`src/rtl/xbar_req_stimulus_if.sv`:
```
// rtl/xbar_req_stimulus_if.sv - per-port req/dest/ack handshake bundle for the crossbar stimulus
interface xbar_req_stimulus_if #(
  parameter int N_PORTS = 4,
  parameter int DEST_W  = $clog2(N_PORTS)
);
  logic [N_PORTS-1:0]        req;
  logic [N_PORTS*DEST_W-1:0] dest;
  logic [N_PORTS-1:0]        ack;

  modport master (output req, output dest, input ack);
  modport slave  (input req, input dest, output ack);
endinterface

```
`src/rtl/xbar_req_stimulus.sv`:
```
// rtl/xbar_req_stimulus.sv - N-port crossbar request-traffic generator; XBAR_STIM_TIMEOUT_EN adds per-port ack timeout
module xbar_req_stimulus #(
  parameter int          N_PORTS    = 4,
  parameter int          DEST_W     = $clog2(N_PORTS),
  parameter int          GAP_CYCLES = 2,
  parameter logic [15:0] SEED       = 16'hACE1,
  parameter int          CNT_W      = 16,
  parameter int          TIMEOUT    = 64
) (
  input  logic                 clk,
  input  logic                 hard_reset,
  input  logic                 en,
  input  logic [1:0]           mode,
  input  logic [N_PORTS-1:0]   pattern,
  xbar_req_stimulus_if.master  bus,
  output logic [CNT_W-1:0]     grant_cnt,
  output logic [N_PORTS-1:0]   timeout_flag
);
  typedef enum logic [1:0] {S_IDLE, S_REQ, S_GAP} state_t;

  localparam int              GAP_W    = (GAP_CYCLES > 1) ? $clog2(GAP_CYCLES) : 1;
  localparam logic [GAP_W-1:0] GAP_LAST = GAP_W'((GAP_CYCLES > 0) ? GAP_CYCLES - 1 : 0);
  localparam logic [15:0]     SEED_EFF = (SEED == 16'h0000) ? 16'hACE1 : SEED;

  state_t                    state_q [N_PORTS];
  state_t                    state_d [N_PORTS];
  logic [GAP_W-1:0]          gap_q   [N_PORTS];
  logic [GAP_W-1:0]          gap_d   [N_PORTS];
  logic [N_PORTS*DEST_W-1:0] dest_q, dest_d;
  logic [N_PORTS-1:0]        req_q, req_d;
  logic [15:0]               lfsr_q, lfsr_d;
  logic [DEST_W-1:0]         ptr_q, ptr_d;
  logic [CNT_W-1:0]          cnt_q, cnt_d;
  logic [N_PORTS-1:0]        accepted;
  logic [N_PORTS-1:0]        timed_out;
  logic [N_PORTS-1:0]        issue;

  // An ack only counts while the port actually has a request outstanding.
  always_comb begin
    accepted = '0;
    for (int i = 0; i < N_PORTS; i++) begin
      accepted[i] = bus.ack[i] && (state_q[i] == S_REQ);
    end
  end

`ifdef XBAR_STIM_TIMEOUT_EN
  localparam int WAIT_W = $clog2(TIMEOUT + 1);

  logic [WAIT_W-1:0]  wait_q [N_PORTS];
  logic [WAIT_W-1:0]  wait_d [N_PORTS];
  logic [N_PORTS-1:0] tflag_q, tflag_d;

  // Ack in the final wait cycle takes priority over the timeout.
  always_comb begin
    timed_out = '0;
    for (int i = 0; i < N_PORTS; i++) begin
      timed_out[i] = (state_q[i] == S_REQ) && !bus.ack[i] &&
                     (wait_q[i] == WAIT_W'(TIMEOUT - 1));
      wait_d[i]    = ((state_q[i] == S_REQ) && !accepted[i] && !timed_out[i]) ?
                     wait_q[i] + 1'b1 : '0;
    end
    tflag_d = tflag_q | timed_out;
  end

  always_ff @(posedge clk or negedge hard_reset) begin
    if (!hard_reset) begin
      for (int i = 0; i < N_PORTS; i++) begin
        wait_q[i] <= '0;
      end
      tflag_q <= '0;
    end else begin
      for (int i = 0; i < N_PORTS; i++) begin
        wait_q[i] <= wait_d[i];
      end
      tflag_q <= tflag_d;
    end
  end

  assign timeout_flag = tflag_q;
`else
  assign timed_out    = '0;
  assign timeout_flag = '0;
`endif

  always_comb begin
    lfsr_d = en ? {lfsr_q[0] ^ lfsr_q[2] ^ lfsr_q[3] ^ lfsr_q[5], lfsr_q[15:1]} : lfsr_q;
    ptr_d  = ptr_q;
    if ((mode == 2'd0) && accepted[ptr_q]) begin
      ptr_d = ptr_q + DEST_W'(1);
    end
    cnt_d  = cnt_q;
    dest_d = dest_q;
    issue  = '0;
    req_d  = '0;
    for (int i = 0; i < N_PORTS; i++) begin
      state_d[i] = state_q[i];
      gap_d[i]   = gap_q[i];
      cnt_d      = cnt_d + CNT_W'(accepted[i]);
      case (mode)
        2'd0:    issue[i] = (ptr_q == DEST_W'(i));
        2'd1:    issue[i] = 1'b1;
        2'd2:    issue[i] = lfsr_q[i % 16];
        default: issue[i] = pattern[i];
      endcase
      case (state_q[i])
        S_IDLE: begin
          if (en && issue[i]) begin
            state_d[i] = S_REQ;
            // Power-of-two port count: DEST_W truncation is the modulo.
            dest_d[i*DEST_W +: DEST_W] = DEST_W'(i + 1) +
                                         ((mode == 2'd2) ? lfsr_q[DEST_W-1:0] : '0);
          end
        end
        S_REQ: begin
          if (accepted[i] || timed_out[i]) begin
            state_d[i] = (GAP_CYCLES == 0) ? S_IDLE : S_GAP;
            gap_d[i]   = '0;
          end
        end
        S_GAP: begin
          if (gap_q[i] == GAP_LAST) begin
            state_d[i] = S_IDLE;
          end else begin
            gap_d[i] = gap_q[i] + 1'b1;
          end
        end
        default: state_d[i] = S_IDLE;
      endcase
      req_d[i] = (state_d[i] == S_REQ);
    end
  end

  always_ff @(posedge clk or negedge hard_reset) begin
    if (!hard_reset) begin
      for (int i = 0; i < N_PORTS; i++) begin
        state_q[i] <= S_IDLE;
        gap_q[i]   <= '0;
      end
      dest_q <= '0;
      req_q  <= '0;
      lfsr_q <= SEED_EFF;
      ptr_q  <= '0;
      cnt_q  <= '0;
    end else begin
      for (int i = 0; i < N_PORTS; i++) begin
        state_q[i] <= state_d[i];
        gap_q[i]   <= gap_d[i];
      end
      dest_q <= dest_d;
      req_q  <= req_d;
      lfsr_q <= lfsr_d;
      ptr_q  <= ptr_d;
      cnt_q  <= cnt_d;
    end
  end

  assign bus.req   = req_q;
  assign bus.dest  = dest_q;
  assign grant_cnt = cnt_q;
endmodule

```
`src/flat_wrapper.sv`:
```
// flat-port wrapper written by rule: the top's interface ports become plain ports
module xbar_req_stimulus_flat 
#(
  parameter int          N_PORTS    = 4,
  parameter int          DEST_W     = $clog2(N_PORTS),
  parameter int          GAP_CYCLES = 2,
  parameter logic [15:0] SEED       = 16'hACE1,
  parameter int          CNT_W      = 16,
  parameter int          TIMEOUT    = 64
)
  (clk, hard_reset, en, mode, pattern, grant_cnt, timeout_flag, bus_req, bus_dest, bus_ack);
  xbar_req_stimulus_if #(.N_PORTS(N_PORTS), .DEST_W(DEST_W)) bus_i ();
  input  logic clk;
  input  logic hard_reset;
  input  logic en;
  input  logic [1:0] mode;
  input  logic [N_PORTS-1:0] pattern;
  output logic [CNT_W-1:0] grant_cnt;
  output logic [N_PORTS-1:0] timeout_flag;
  output wire logic [$bits(bus_i.req)-1:0] bus_req;
  output wire logic [$bits(bus_i.dest)-1:0] bus_dest;
  input wire logic [$bits(bus_i.ack)-1:0] bus_ack;
  assign bus_req = bus_i.req;
  assign bus_dest = bus_i.dest;
  assign bus_i.ack = bus_ack;
  xbar_req_stimulus #(.N_PORTS(N_PORTS), .DEST_W(DEST_W), .GAP_CYCLES(GAP_CYCLES), .SEED(SEED), .CNT_W(CNT_W), .TIMEOUT(TIMEOUT)) u_core (.clk(clk), .hard_reset(hard_reset), .en(en), .mode(mode), .pattern(pattern), .bus(bus_i), .grant_cnt(grant_cnt), .timeout_flag(timeout_flag));
endmodule
```
`config.mk`:
```
export PLATFORM = sky130hd
export DESIGN_NAME = xbar_req_stimulus_flat
export DESIGN_NICKNAME = d
export VERILOG_FILES = /design/src/rtl/xbar_req_stimulus_if.sv /design/src/rtl/xbar_req_stimulus.sv /design/src/flat_wrapper.sv
export SDC_FILE = /design/constraint.sdc
export NUM_CORES = 1
export LEC_CHECK = 0
export CORE_ASPECT_RATIO = 0.7
export CORE_MARGIN = 4
export CORE_UTILIZATION = 25
export CTS_BUF_LIST = sky130_fd_sc_hd__clkbuf_16
export DETAILED_ROUTE_END_ITERATION = 10
export PLACE_DENSITY = 0.42
export REMOVE_ABC_BUFFERS = 1
export SYNTH_ARGS = -nofsm -noshare
export SYNTH_HDL_FRONTEND = slang
export SYNTH_SLANG_ARGS = --single-unit
```
`constraint.sdc`:
```
create_clock -name clk -period 2.6 [get_ports clk]
set_clock_uncertainty 0.2 [all_clocks]
set_input_delay 0.39 -clock clk [delete_from_list [all_inputs] [get_ports clk]]
set_output_delay 0.39 -clock clk [all_outputs]
set_load 0.03 [all_outputs]
```
==> results of run 1 <==
-- cell type report --
class / instances / area, µm²
multi-input combinational: 160 / 1150
inverter: 14 / 52.55
clock buffer: 9 / 225.2
fill: 1036 / 6713
tap: 132 / 165.2
sequential: 58 / 1461
clock inverter: 7 / 55.05
timing repair buffer: 65 / 611.8
-- how the worst max path moves through the flow --
stage	to	slack [ns]	depth (start not counted)
floorplan	u_core.grant_cnt[10]	-0.06	11
detailed placement	u_core.grant_cnt[14]	-0.63	12
global route	u_core.grant_cnt[15]	-0.14	10
global placement	u_core.grant_cnt[11]	-0.57	11
finish	u_core.grant_cnt[14]	-0.02	11
CTS	u_core.grant_cnt[14]	-0.05	11
-- registers in the layout, indices dropped and copies added (netlist names) --
| signal | count |
|---|---|
| u_core.bus.dest | 8 |
| u_core.bus.req | 4 |
| u_core.gap_q | 4 |
| u_core.grant_cnt | 16 |
| u_core.lfsr_q | 16 |
| u_core.ptr_q | 2 |
| u_core.state_q | 8 |
-- per-layer routing --
metal	up-vias	track usage (%)
met1	881	13.98
met5	-	0
met3	5	5.485
li1	936	-
met2	39	14.16
met4	0	2.622
-- per-stage QoR --
step                instance area (µm²)  worst slack, ns
floorplan                          2641         -0.06141
global placement                   3377          -0.5701
detailed placement                 3377          -0.6343
CTS                                3717         -0.04956
global route                       3721          -0.1375
finish                             3721         -0.02405
-- kinds of logic after synthesis --
| group | Yosys count |
|---|---|
| simple gates | 75 |
| buf+inv | 22 |
| other cells | 1 |
| compound gates | 30 |
| flops | 58 |
| mux | 24 |
| fa+ha+maj | 8 |
| xor+xnor | 19 |
-- layout by cell type, fill, tap and decap left out, types with 3 or more instances in the layout --
master / n
conb_1: 4
xnor2_1: 12
inv_1: 15
mux2_2: 18
ha_1: 6
xor2_1: 7
nor3_1: 4
and3_1: 5
nand3b_1: 4
clkbuf_16: 9
nor2_1: 11
nor2_4: 3
nor3b_1: 4
nand2b_1: 3
dfstp_2: 8
nand2_1: 22
dfrtp_1: 50
a21oi_1: 18
or2_2: 4
nand3_1: 6
buf_4: 21
o21ai_0: 5
mux2i_1: 4
clkdlybuf4s50_1: 37
-- critical path, cell delays in order (launching register included) --
cell      delay [ns]
dfrtp_1         0.36
nand3b_1        0.23
xor2_1          0.19
ha_1            0.31
inv_2           0.04
fa_2            0.36
inv_2           0.06
fa_2            0.19
nand4_1         0.18
nor2_2          0.18
nand2_1         0.09
xnor2_1         0.12
-- power by group through the flow --
stage / Combinational [mW] / Clock (mW) / Sequential (mW)
3_5_place_dp: 1.42 / 0 / 1.56
5_1_grt: 1.59 / 1.21 / 1.61
6_report: 1.45 / 1.12 / 1.54
2_1_floorplan: 0.621 / 0 / 1.77
4_1_cts: 1.47 / 1.16 / 1.55
3_3_place_gp: 1.41 / 0 / 1.56
-- repair_timing --
action / CTS / global route
endpoints found under the hold margin: 23 / 0
resized for setup: 11 / 1
hold buffers: 1 / 0
pin swaps: 8 / 6
buffers inserted: 4 / 0
setup endpoints to repair: 11 / 10
==> metrics.yaml, run 1 <==
timing:
  tns_ns: -0.06980
  tightest_slew_ns: 0.5951
  setup_violations: 4
  finalCritPeriodShare_pct: 100.9
  fin_crit_ns: 2.624
  slew_headroom_pct: 60.33
  fin_hold_ws_ns: 0.2716
  slew_viol_final: 0
  fin_ws_ns: -0.02405
  grt_setup_unrepaired: "yes"
  fmax_ghz: 0.3811
  hold_viol: 0
floorplan:
  die_width_um: 132.1
  initial_core_util_pct: 25.83
  core_um2: 10430
  pin_count: 45
  die_area_um2: 12530
  die_height_um: 94.87
  placementRows: 31
synth:
  ys_seq_elements: 58
  synth_seq_area_share_pct: 54.22
  syn_inst: 237
  synth_top_cell_by_area: "dfrtp_1"
  syn_area_um2: 2695
  synthMuxAreaShare_pct: 10.26
  synth_area_leaders: "dfrtp_1 (46%), dfstp_2 (7.8%), mux2_2 (7.5%)"
  synth_ff_type: "dfrtp_1"
  yosysUniqueCellTypes: 41
  avgSynthCellArea_um2: 11.37
  yosys.area_share.xor_xnor_pct: 6.175
  synth_edf_count: 0
  yosys.area_share.adder_pct: 4.271
  synth-async-reset-ratio_pct: 100.0
  synth_top_family_by_area: "simple AND/OR/NAND/NOR gates"
  synth-simple-area-share_pct: 14.35
  synth_compound_area_share_pct: 6.221
  synthMostInstantiatedCell: "dfrtp_1"
  yosysWarnings: 0
  synth_commonest_cells: "dfrtp_1 (50), nand2_1 (22), a21oi_1 (18), mux2_2 (18)"
  synth_top_area_share_pct: 46.43
grt:
  grt_use_total_pct: 10.28
  grt_pass1_vias: 1897
  overflow: 0
  antenna_found_initial: 0
  grt_pass1_wl_um: 9915
  grt_max_degree: 36
pwr:
  p_sw_mw: 1.382
  power_mw: 4.112
  power.combinational.fraction_pct: 35.2
  p_int_mw: 2.731
  power_leakage_nw: 1.681
  switching_share_pct: 33.60
  pwr-share-clk_pct: 27.2
  p_seq_share_pct: 37.6
  power_density_nw_per_um2: 1105
  peakVddDrop_mv: 0.4111
layout:
  drive_gt1_share_pct: 24.92
  area_growth_pct: 38.07
  instances_no_fill: 445
  insertedDiodeCount: 0
  utilization_pct: 35.66
  layout.nets: 329
worst_setup_path:
  r2r_setup_slack_ns: -0.02
  rr_worst_depth: 11
  path_class: "reg -> reg"
  r2r-start: "u_core.state_q[7]"
  critPathRequiredTime_ns: 2.61
  start_kind: "flip-flop"
  cp_data_arrival_time_ns: 2.63
  crit_start: "u_core.state_q[7]"
  r2r_end: "u_core.grant_cnt[14]"
  endpoint_kind: "flip-flop"
  path_max_fanout: 3
run:
  max-cap-violations: 0
placement:
  io_buffer_count: 40
  hpwl_um: 4172
  gp_congestion: 0.7390
  post-place-cells: 424
route:
  drc: 0
  dr_wl_met3_um: 319
  ant_nets: 0
  wl_met1_um: 3043
  routed.top_layer: "met4"
  drt-pass1-iter-count: 4
  via_per_inst: 4.182
  wire_per_inst_um: 13.15
  wl_met2_um: 2431
  initialDrtViolationCount: 105
  routed_wl_um: 5851
  dr_total_vias: 1861
clocking:
  cts_inserted_buffers: 9
  htreeDepth: 3
  tritoncts: "built"
  clock-root-buffer: "clkbuf_16"
  cts_sinks: 58
  clk_latency_ns: 0.33
  ctsLongestPathBuffers: 2
  clkSlewWorstSetupHoldPaths_ns: 0.05
min_path:
  hp-start: "bus_ack[0]"
  min_to: "u_core.state_q[6]"
  hold_class: "in -> reg"
  holdPathStages: 2
status:
  violations: "negative setup slack"
  status: "complete, but fails checks"
Note: power is estimated with default switching activity, not from simulation.
==> run 2: changes to the inputs <==
CAP_MARGIN = 30   (was not set)
==> results of run 2 <==
The final DEF is identical to that of run 1; final timing and power are the same.
